$ cat src/rtl/subdiv_pkg.sv
//------------------------------------------------------------------------------
// Module      : subdiv_pkg
// Description : Shared definitions for the subdivision pipeline: RAM address
//               width, fixed-point one, neighbor_builder state encodings and
//               RAM address helper functions.
// Revision    : 1.0 - initial release
//------------------------------------------------------------------------------
`default_nettype none

package subdiv_pkg;

  localparam int ADDR_WIDTH = 11;

  // Fixed-point 1.0 used by the averager pass that consumes the neighbor table
  localparam logic [31:0] Q_ONE = 32'h0001_0000;

  // Top-level sequencer states
  typedef enum logic [2:0] {
    NB_IDLE    = 3'd0,
    NB_CLEAR   = 3'd1,
    NB_FACE_RD = 3'd2,
    NB_EDGE    = 3'd3,
    NB_WAIT    = 3'd4,
    NB_DONE    = 3'd5
  } nb_state_t;

  // List-insert engine states
  typedef enum logic [2:0] {
    INS_IDLE   = 3'd0,
    INS_CNT_RD = 3'd1,
    INS_SCAN   = 3'd2,
    INS_APPEND = 3'd3,
    INS_CNT_WR = 3'd4
  } ins_state_t;

  // Base word of 1-based vertex v in the neighbor RAM, truncated to the RAM width
  function automatic logic [ADDR_WIDTH-1:0] vertex_base(input logic [31:0] v,
                                                        input logic [31:0] m);
    logic [31:0] t;
    t = (v - 32'd1) * m;
    return t[ADDR_WIDTH-1:0];
  endfunction

  // Word k of face f: faces follow the 3V vertex words plus one header word
  function automatic logic [ADDR_WIDTH-1:0] face_addr(input logic [31:0] nv,
                                                      input logic [31:0] f,
                                                      input logic [1:0]  k);
    logic [31:0] t;
    t = 32'd3 * nv + 32'd1 + 32'd3 * f + {30'd0, k};
    return t[ADDR_WIDTH-1:0];
  endfunction

endpackage

`default_nettype wire

$ cat src/rtl/nbr_list_insert.sv
//------------------------------------------------------------------------------
// Module      : nbr_list_insert
// Description : Inserts one directed edge (v,n) into vertex v's neighbor list
//               if n is not already present. Owns the neighbor RAM port and
//               also performs the count-word clears requested by the top.
//               All outputs are registered on the falling clock edge so the
//               RAM sees stable signals at its rising-edge sample point.
// Revision    : 1.0 - initial release
//------------------------------------------------------------------------------
`default_nettype none

module nbr_list_insert
  import subdiv_pkg::*;
#(
  parameter int MAX_NEIGHBOR_COUNT = 10
) (
  input  logic                  clk,
  input  logic                  rst,
  input  logic                  en,
  input  logic                  clr_flags,
  input  logic                  clr_we,
  input  logic [ADDR_WIDTH-1:0] clr_addr,
  input  logic                  req,
  input  logic [31:0]           v,
  input  logic [31:0]           n,
  output logic                  ack,
  output logic                  overflow,
  output logic                  RAM_NBR_EN,
  output logic [ADDR_WIDTH-1:0] RAM_NBR_A,
  output logic [3:0]            RAM_NBR_WE,
  output logic [31:0]           RAM_NBR_Di,
  input  logic [31:0]           RAM_NBR_Do
);

  localparam logic [31:0] SLOT_WORDS = 32'(MAX_NEIGHBOR_COUNT);
  localparam logic [31:0] MAX_LIST   = 32'(MAX_NEIGHBOR_COUNT - 1);

  ins_state_t            state, state_d;
  logic                  en_d, ack_d, ovf_d;
  logic [ADDR_WIDTH-1:0] a_d, base, base_d;
  logic [3:0]            we_d;
  logic [31:0]           di_d, nval, nval_d, cnt, cnt_d, j, j_d;
  logic [31:0]           cur_cnt, j_next, cnt_next;
  logic                  try_append;

  // Next-state and next-output computation for the insert engine
  always_comb begin
    state_d    = state;
    en_d       = en;
    ack_d      = 1'b0;
    ovf_d      = clr_flags ? 1'b0 : overflow;
    a_d        = RAM_NBR_A;
    we_d       = 4'h0;
    di_d       = RAM_NBR_Di;
    base_d     = base;
    nval_d     = nval;
    cnt_d      = cnt;
    j_d        = j;
    try_append = 1'b0;
    // The count is only in a register after CNT_RD; during CNT_RD use the RAM word
    cur_cnt    = (state == INS_CNT_RD) ? RAM_NBR_Do : cnt;
    j_next     = j + 32'd1;
    cnt_next   = cnt + 32'd1;

    case (state)
      INS_IDLE: begin
        if (req) begin
          base_d  = vertex_base(v, SLOT_WORDS);
          nval_d  = n;
          a_d     = vertex_base(v, SLOT_WORDS);
          state_d = INS_CNT_RD;
        end else if (clr_we) begin
          a_d  = clr_addr;
          di_d = 32'd0;
          we_d = 4'hF;
        end
      end
      INS_CNT_RD: begin
        cnt_d = RAM_NBR_Do;
        if (RAM_NBR_Do == 32'd0) begin
          try_append = 1'b1;
        end else begin
          j_d     = 32'd1;
          a_d     = base + 11'd1;
          state_d = INS_SCAN;
        end
      end
      INS_SCAN: begin
        if (RAM_NBR_Do == nval) begin
          ack_d   = 1'b1;
          state_d = INS_IDLE;
        end else if (j == cnt) begin
          try_append = 1'b1;
        end else begin
          j_d = j_next;
          a_d = base + j_next[ADDR_WIDTH-1:0];
        end
      end
      INS_APPEND: begin
        a_d     = base;
        di_d    = cnt_next;
        we_d    = 4'hF;
        state_d = INS_CNT_WR;
      end
      INS_CNT_WR: begin
        ack_d   = 1'b1;
        state_d = INS_IDLE;
      end
      default: state_d = INS_IDLE;
    endcase

    // A list with MAX_LIST entries is full: flag it and drop the edge
    if (try_append) begin
      if (cur_cnt < MAX_LIST) begin
        a_d     = base + cur_cnt[ADDR_WIDTH-1:0] + 11'd1;
        di_d    = nval;
        we_d    = 4'hF;
        state_d = INS_APPEND;
      end else begin
        ovf_d   = 1'b1;
        ack_d   = 1'b1;
        state_d = INS_IDLE;
      end
    end
  end

  // Falling-edge register bank with synchronous reset
  always_ff @(negedge clk) begin
    if (rst) begin
      state      <= INS_IDLE;
      RAM_NBR_EN <= 1'b0;
      RAM_NBR_A  <= '0;
      RAM_NBR_WE <= 4'h0;
      RAM_NBR_Di <= 32'd0;
      ack        <= 1'b0;
      overflow   <= 1'b0;
      base       <= '0;
      nval       <= 32'd0;
      cnt        <= 32'd0;
      j          <= 32'd0;
    end else begin
      state      <= state_d;
      RAM_NBR_EN <= en_d;
      RAM_NBR_A  <= a_d;
      RAM_NBR_WE <= we_d;
      RAM_NBR_Di <= di_d;
      ack        <= ack_d;
      overflow   <= ovf_d;
      base       <= base_d;
      nval       <= nval_d;
      cnt        <= cnt_d;
      j          <= j_d;
    end
  end

endmodule

`default_nettype wire

$ cat src/rtl/neighbor_builder.sv
//------------------------------------------------------------------------------
// Module      : neighbor_builder
// Description : Builds the per-vertex neighbor table in RAM_NBR from the face
//               list in RAM_OBJ. Clears every count word, reads each face,
//               and hands its six directed edges to nbr_list_insert.
//               Optional macro NBR_BOUNDS_CHECK_EN rejects faces whose
//               indices are 0 or exceed the vertex count.
// Revision    : 1.0 - initial release
//------------------------------------------------------------------------------
`default_nettype none

module neighbor_builder
  import subdiv_pkg::*;
#(
  parameter int MAX_NEIGHBOR_COUNT = 10
) (
  input  logic                  clk,
  input  logic                  rst,
  input  logic                  start,
  input  logic [31:0]           vertex_count,
  input  logic [31:0]           face_count,
  output logic                  RAM_OBJ_EN,
  output logic [ADDR_WIDTH-1:0] RAM_OBJ_A,
  output logic [3:0]            RAM_OBJ_WE,
  output logic [31:0]           RAM_OBJ_Di,
  input  logic [31:0]           RAM_OBJ_Do,
  output logic                  RAM_NBR_EN,
  output logic [ADDR_WIDTH-1:0] RAM_NBR_A,
  output logic [3:0]            RAM_NBR_WE,
  output logic [31:0]           RAM_NBR_Di,
  input  logic [31:0]           RAM_NBR_Do,
  output logic                  busy,
  output logic                  done,
  output logic                  overflow,
  output logic                  bad_index
);

  localparam logic [31:0] SLOT_WORDS = 32'(MAX_NEIGHBOR_COUNT);

  nb_state_t             state, state_d;
  logic                  obj_en_d, busy_d, done_d, bad_d;
  logic [ADDR_WIDTH-1:0] obj_a_d, clr_addr;
  logic [31:0]           nv, nv_d, nf, nf_d, clr_v, clr_v_d, face_idx, face_d;
  logic [31:0]           va, va_d, vb, vb_d, vc, vc_d, edge_v, edge_n;
  logic [31:0]           clr_next, face_next;
  logic [1:0]            rd_k, rd_k_d;
  logic [2:0]            edge_idx, edge_d;
  logic                  adv_edge, adv_face, face_reject;
  logic                  clr_we, flags_clr, ins_req, ins_ack;

  // The object RAM is read-only
  assign RAM_OBJ_WE = 4'h0;
  assign RAM_OBJ_Di = 32'd0;

  // Select the (v,n) pair for the current edge: ab, ba, bc, cb, ca, ac
  always_comb begin
    edge_v = va;
    edge_n = vb;
    case (edge_idx)
      3'd0: begin edge_v = va; edge_n = vb; end
      3'd1: begin edge_v = vb; edge_n = va; end
      3'd2: begin edge_v = vb; edge_n = vc; end
      3'd3: begin edge_v = vc; edge_n = vb; end
      3'd4: begin edge_v = vc; edge_n = va; end
      3'd5: begin edge_v = va; edge_n = vc; end
      default: begin edge_v = va; edge_n = vb; end
    endcase
  end

  // Sequencer next-state and next-output logic
  always_comb begin
    state_d   = state;
    obj_en_d  = RAM_OBJ_EN;
    obj_a_d   = RAM_OBJ_A;
    busy_d    = busy;
    done_d    = 1'b0;
    bad_d     = bad_index;
    nv_d      = nv;
    nf_d      = nf;
    clr_v_d   = clr_v;
    face_d    = face_idx;
    rd_k_d    = rd_k;
    va_d      = va;
    vb_d      = vb;
    vc_d      = vc;
    edge_d    = edge_idx;
    adv_edge  = 1'b0;
    adv_face  = 1'b0;
    clr_we    = 1'b0;
    flags_clr = 1'b0;
    ins_req   = 1'b0;
    clr_next  = clr_v + 32'd1;
    face_next = face_idx + 32'd1;
    clr_addr  = vertex_base(clr_next, SLOT_WORDS);
`ifdef NBR_BOUNDS_CHECK_EN
    face_reject = (va == 32'd0) || (va > nv) ||
                  (vb == 32'd0) || (vb > nv) ||
                  (vc == 32'd0) || (vc > nv);
`else
    face_reject = 1'b0;
`endif

    case (state)
      NB_IDLE: begin
        if (start) begin
          obj_en_d  = 1'b1;
          busy_d    = 1'b1;
          bad_d     = 1'b0;
          flags_clr = 1'b1;
          nv_d      = vertex_count;
          nf_d      = face_count;
          clr_v_d   = 32'd0;
          state_d   = NB_CLEAR;
        end
      end
      NB_CLEAR: begin
        // One extra cycle after the last request lets the final clear land
        if (clr_v < nv) begin
          clr_we  = 1'b1;
          clr_v_d = clr_next;
        end else if (nf == 32'd0) begin
          state_d = NB_DONE;
        end else begin
          face_d  = 32'd0;
          rd_k_d  = 2'd0;
          obj_a_d = face_addr(nv, 32'd0, 2'd0);
          state_d = NB_FACE_RD;
        end
      end
      NB_FACE_RD: begin
        case (rd_k)
          2'd0: begin
            va_d    = RAM_OBJ_Do;
            obj_a_d = face_addr(nv, face_idx, 2'd1);
            rd_k_d  = 2'd1;
          end
          2'd1: begin
            vb_d    = RAM_OBJ_Do;
            obj_a_d = face_addr(nv, face_idx, 2'd2);
            rd_k_d  = 2'd2;
          end
          default: begin
            vc_d    = RAM_OBJ_Do;
            edge_d  = 3'd0;
            state_d = NB_EDGE;
          end
        endcase
      end
      NB_EDGE: begin
        if (face_reject) begin
          bad_d    = 1'b1;
          adv_face = 1'b1;
        end else if (edge_v == edge_n) begin
          adv_edge = 1'b1;
        end else begin
          ins_req = 1'b1;
          state_d = NB_WAIT;
        end
      end
      NB_WAIT: begin
        if (ins_ack) adv_edge = 1'b1;
      end
      NB_DONE: begin
        state_d = NB_IDLE;
      end
      default: state_d = NB_IDLE;
    endcase

    if (adv_edge) begin
      if (edge_idx == 3'd5) begin
        adv_face = 1'b1;
      end else begin
        edge_d  = edge_idx + 3'd1;
        state_d = NB_EDGE;
      end
    end

    if (adv_face) begin
      if (face_idx == nf - 32'd1) begin
        state_d = NB_DONE;
      end else begin
        face_d  = face_next;
        rd_k_d  = 2'd0;
        obj_a_d = face_addr(nv, face_next, 2'd0);
        state_d = NB_FACE_RD;
      end
    end

    if (state_d == NB_DONE) begin
      done_d   = 1'b1;
      busy_d   = 1'b0;
      obj_en_d = 1'b0;
    end
  end

  // Falling-edge register bank with synchronous reset
  always_ff @(negedge clk) begin
    if (rst) begin
      state      <= NB_IDLE;
      RAM_OBJ_EN <= 1'b0;
      RAM_OBJ_A  <= '0;
      busy       <= 1'b0;
      done       <= 1'b0;
      bad_index  <= 1'b0;
      nv         <= 32'd0;
      nf         <= 32'd0;
      clr_v      <= 32'd0;
      face_idx   <= 32'd0;
      rd_k       <= 2'd0;
      va         <= 32'd0;
      vb         <= 32'd0;
      vc         <= 32'd0;
      edge_idx   <= 3'd0;
    end else begin
      state      <= state_d;
      RAM_OBJ_EN <= obj_en_d;
      RAM_OBJ_A  <= obj_a_d;
      busy       <= busy_d;
      done       <= done_d;
      bad_index  <= bad_d;
      nv         <= nv_d;
      nf         <= nf_d;
      clr_v      <= clr_v_d;
      face_idx   <= face_d;
      rd_k       <= rd_k_d;
      va         <= va_d;
      vb         <= vb_d;
      vc         <= vc_d;
      edge_idx   <= edge_d;
    end
  end

  nbr_list_insert #(
    .MAX_NEIGHBOR_COUNT(MAX_NEIGHBOR_COUNT)
  ) u_insert (
    .clk        (clk),
    .rst        (rst),
    .en         (RAM_OBJ_EN),
    .clr_flags  (flags_clr),
    .clr_we     (clr_we),
    .clr_addr   (clr_addr),
    .req        (ins_req),
    .v          (edge_v),
    .n          (edge_n),
    .ack        (ins_ack),
    .overflow   (overflow),
    .RAM_NBR_EN (RAM_NBR_EN),
    .RAM_NBR_A  (RAM_NBR_A),
    .RAM_NBR_WE (RAM_NBR_WE),
    .RAM_NBR_Di (RAM_NBR_Di),
    .RAM_NBR_Do (RAM_NBR_Do)
  );

endmodule

`default_nettype wire

$ cat config.mk
export PLATFORM = sky130hd
export DESIGN_NAME = neighbor_builder
export DESIGN_NICKNAME = d
export VERILOG_FILES = /design/src/rtl/subdiv_pkg.sv /design/src/rtl/nbr_list_insert.sv /design/src/rtl/neighbor_builder.sv
export SDC_FILE = /design/constraint.sdc
export NUM_CORES = 2
export LEC_CHECK = 0
export BUFFER_PORTS_ARGS = -buffer_cell sky130_fd_sc_hd__buf_2
export CAP_MARGIN = 5
export CORE_MARGIN = 2
export CORE_UTILIZATION = 55
export CTS_CLUSTER_SIZE = 12
export DETAILED_ROUTE_END_ITERATION = 6
export HOLD_SLACK_MARGIN = 0.02
export PLACE_DENSITY_LB_ADDON = 0.25
export SETUP_SLACK_MARGIN = 0.05
export SYNTH_ARGS = -nofsm -noshare
export SYNTH_HDL_FRONTEND = slang
export SYNTH_SLANG_ARGS = --single-unit
$ cat constraint.sdc
create_clock -name clk -period 4.6 [get_ports clk]
set_input_delay 0.23 -clock clk [delete_from_list [all_inputs] [get_ports clk]]
set_output_delay 0.23 -clock clk [all_outputs]
set_load 0.05 [all_outputs]
==> out/metrics.cfg <==
[setup_path]
cp.required_ns=7.40
startpoint_type=flip-flop
critical_path_class=reg2reg
arrival_ns=7.24
worstSetupEndpointType=flip-flop
ff2ff_path_depth=22
crit_fanout=4
r2r_slack_ns=0.16

[drt]
drc_errors=22
avgRoutedWirePerCell_um=19.1
drt-initial-drc-count=3175
ant_nets=0
finalWirelength_mm=88.4
vias=28100
firstDrtPassIters=7
vias_per_cell=6.06

[final_layout]
stdcell_area_mm2=0.0318
multiInputGateArea_mm2=0.0170
seq_area_mm2=0.00803
area_growth_pct=21.1
layout_commonest_cell=nand2_1
final_nets=4262
final_cell_mix=nand2_1, inv_1, dfxtp_1
n_antenna_cell=0
utilization_pct=67.1
drive_gt1_share_pct=13.1
fill_cells=4064
final_cells=4631

[die]
die_x_um=223
rows=80
core_mm2=0.0474
die_y_um=223
start_util_pct=55.4
dieArea_mm2=0.0496
num_io_pins=231

[pwr]
total_leakage_power_nw=14.4
p_per_area_mw_per_mm2=337
ir_worst_vdd_mv=0.359

[placed_design]
dp_slack_ns=-0.524
io_buffers=193
gp_congestion=0.996
placed_area_mm2=0.0285
dp_cells=4140
hpwl_mm=62.6

[logic_synthesis]
ys_warn_count=0
synth_mux_area_share_pct=2.13
synth_seq_cells=401
synth_area_mm2=0.0263
yosys.area.top_type=dfxtp_1
synthSimpleGateAreaFrac_pct=23.0
synth-xor-area-share_pct=9.76
ys_types=88
syn-mean-instance-area_um2=7.78
synth_top_area_share_pct=30.5
synthFlopType=dfxtp_1
synth_fa_ha_area_share_pct=7.92
ys_seq_area_share_pct=30.5
synth_edf_count=0
synth_compound_area_share_pct=20.5
synth-async-reset-ratio_pct=0
synth_cells=3380
synth_top_family_by_area=simple AND/OR/NAND/NOR gates
yosys-top-cells-area=dfxtp_1, nand2_1, ha_1, a21oi_1, xnor2_1

[grt]
grt_overflow_total=0
grt_pass1_vias=27600
antenna_found_initial=0
grt_max_degree=67
grt_usage_pct=34.6
grt_pass1_wl_mm=140

[timing]
period_share_pct=96.5
tightest_slew_ns=1.06
finalSetupViolCount=0
slew_violations=0
fmax_ghz=0.225
fin_ws_ns=0.160
hold_ws_ns=0.449
fin_skew_ns=0.0432
hold_violations=0
period_minus_slack_ns=4.44
rsz0062_at_grt=yes
max-slew-margin-rel_pct=29.3

[clock_network]
cts_tree=done
cts_made_buffers=48
htree_levels=2
clockRootBuffer=clkbuf_16
clock_path_buffers=3
cts.sinks=401
path_clk_slew_ns=0.03
insertion_delay_ns=0.67
cts_hold_buf=0

[hold_path]
min_path_cells=2
hold_path.class=reg2reg

[outcome]
status=finished, violations left
violations=design-rule violations

[job]
drv_cap=0

[final timing paths]
kind | from | end
max | nv[1] | RAM_OBJ_A[10]
min | nv[14] | nv[14]
max reg2reg | nv[1] | RAM_OBJ_A[10]
min reg2reg | nv[14] | nv[14]
[per-stage QoR]
step | total power, mW | setup TNS (ns)
final | 10.7 | 0
after global routing | 11.4 | -0.0620
after floorplan | 5.25 | -0.0921
after CTS | 10.8 | 0
after global placement | 5.70 | -19.23
after detailed placement | 5.74 | -27.47
[kinds of logic (layout without fill, tap and decap cells)]
kind of cell,Yosys count,in the layout
buf+inv,373,973
compound gates,822,822
other cells,1,37
flops,401,401
fa+ha+maj,152,152
simple gates,1284,1284
xor+xnor,293,293
mux,54,54
[cell type report]
type	count	share of cell area (%)
clock inverters	439	6.13
inverters	115	1.36
repair buffers	370	7.71
multi-input cells	2642	53.3
flip-flops and latches	401	25.2
clock buffers	49	3.85
well taps	615	2.42
[registers in the layout, indices dropped and copies added (netlist names), 10 cells and up]
signal	count
clr_v	32
face_idx	32
nf	32
nv	32
u_insert.RAM_NBR_Di	32
u_insert.cnt	32
u_insert.j	32
u_insert.nval	32
va	32
vb	32
vc	32
RAM_OBJ_A	11
u_insert.RAM_NBR_A	11
u_insert.base	10
[repair_timing]
item | 4_1_cts | 5_1_grt
gates resized for setup | 2 | 17
endpoints found under the setup margin | 2 | 26
setup buffers | 0 | 4
pin swaps | 0 | 4
[Yosys cell counts, types with 10 or more instances]
cell type,count
a21oi_1,316
xor2_1,117
inv_1,116
a31oi_1,15
nor3_1,83
nor2_1,248
nand2_1,545
a222oi_1,18
buf_1,13
or3_1,31
o211ai_1,25
and2_1,23
clkbuf_1,162
o21a_1,13
nand4_1,59
a21o_1,47
and4_1,12
a22o_1,25
a22oi_1,41
xnor2_1,176
nand2b_1,14
o22ai_1,13
nand3_1,99
dfxtp_1,401
buf_4,46
and3_1,40
or2_2,10
a211oi_1,64
o21bai_1,12
or4_1,16
o21ai_0,90
nor4_1,30
mux2i_1,44
ha_1,128
nor2b_1,27
fa_1,24
buf_2,34
a221oi_1,52
[critical path, cell delays in order (launching register included)]
cell and delay [ns]:
dfxtp_1 0.37, inv_1 0.08, buf_4 0.15, fa_1 0.43, nor2b_1 0.15, o21ai_0 0.10
nand2_1 0.09, a21o_1 0.12, a21oi_1 0.07, xnor2_1 0.13, buf_4 0.16, fa_1 0.45
ha_1 0.24, nor3_1 0.20, a21boi_2 0.23, buf_4 0.12, o21bai_1 0.07, a21oi_1 0.25
xnor2_2 0.20, xnor2_1 0.17, mux2i_1 0.10, a221oi_1 0.32, a21oi_1 0.11
[report_power, final]
group          internal (mW)  switching [mW]  total [mW]  leakage (nW)
Sequential              3.57          0.0859        3.66          3.24
Combinational          0.571           0.986        1.56          8.21
Clock                   2.92            2.61        5.53          2.98
[routing by layer]
| layer | vias to the layer above | wire length [um] | GRT usage, % | part of all wire, % |
|---|---|---|---|---|
| met4 | 0 | 3450 | 17.0 | 3.9 |
| li1 | 13100 | - | - | - |
| met2 | 1460 | 40200 | 53.9 | 46 |
| met5 | - | 0 | 0 | 0 |
| met3 | 276 | 8740 | 9.38 | 9.9 |
| met1 | 13200 | 36000 | 44.1 | 41 |
Power figures use the tool's default switching activity.
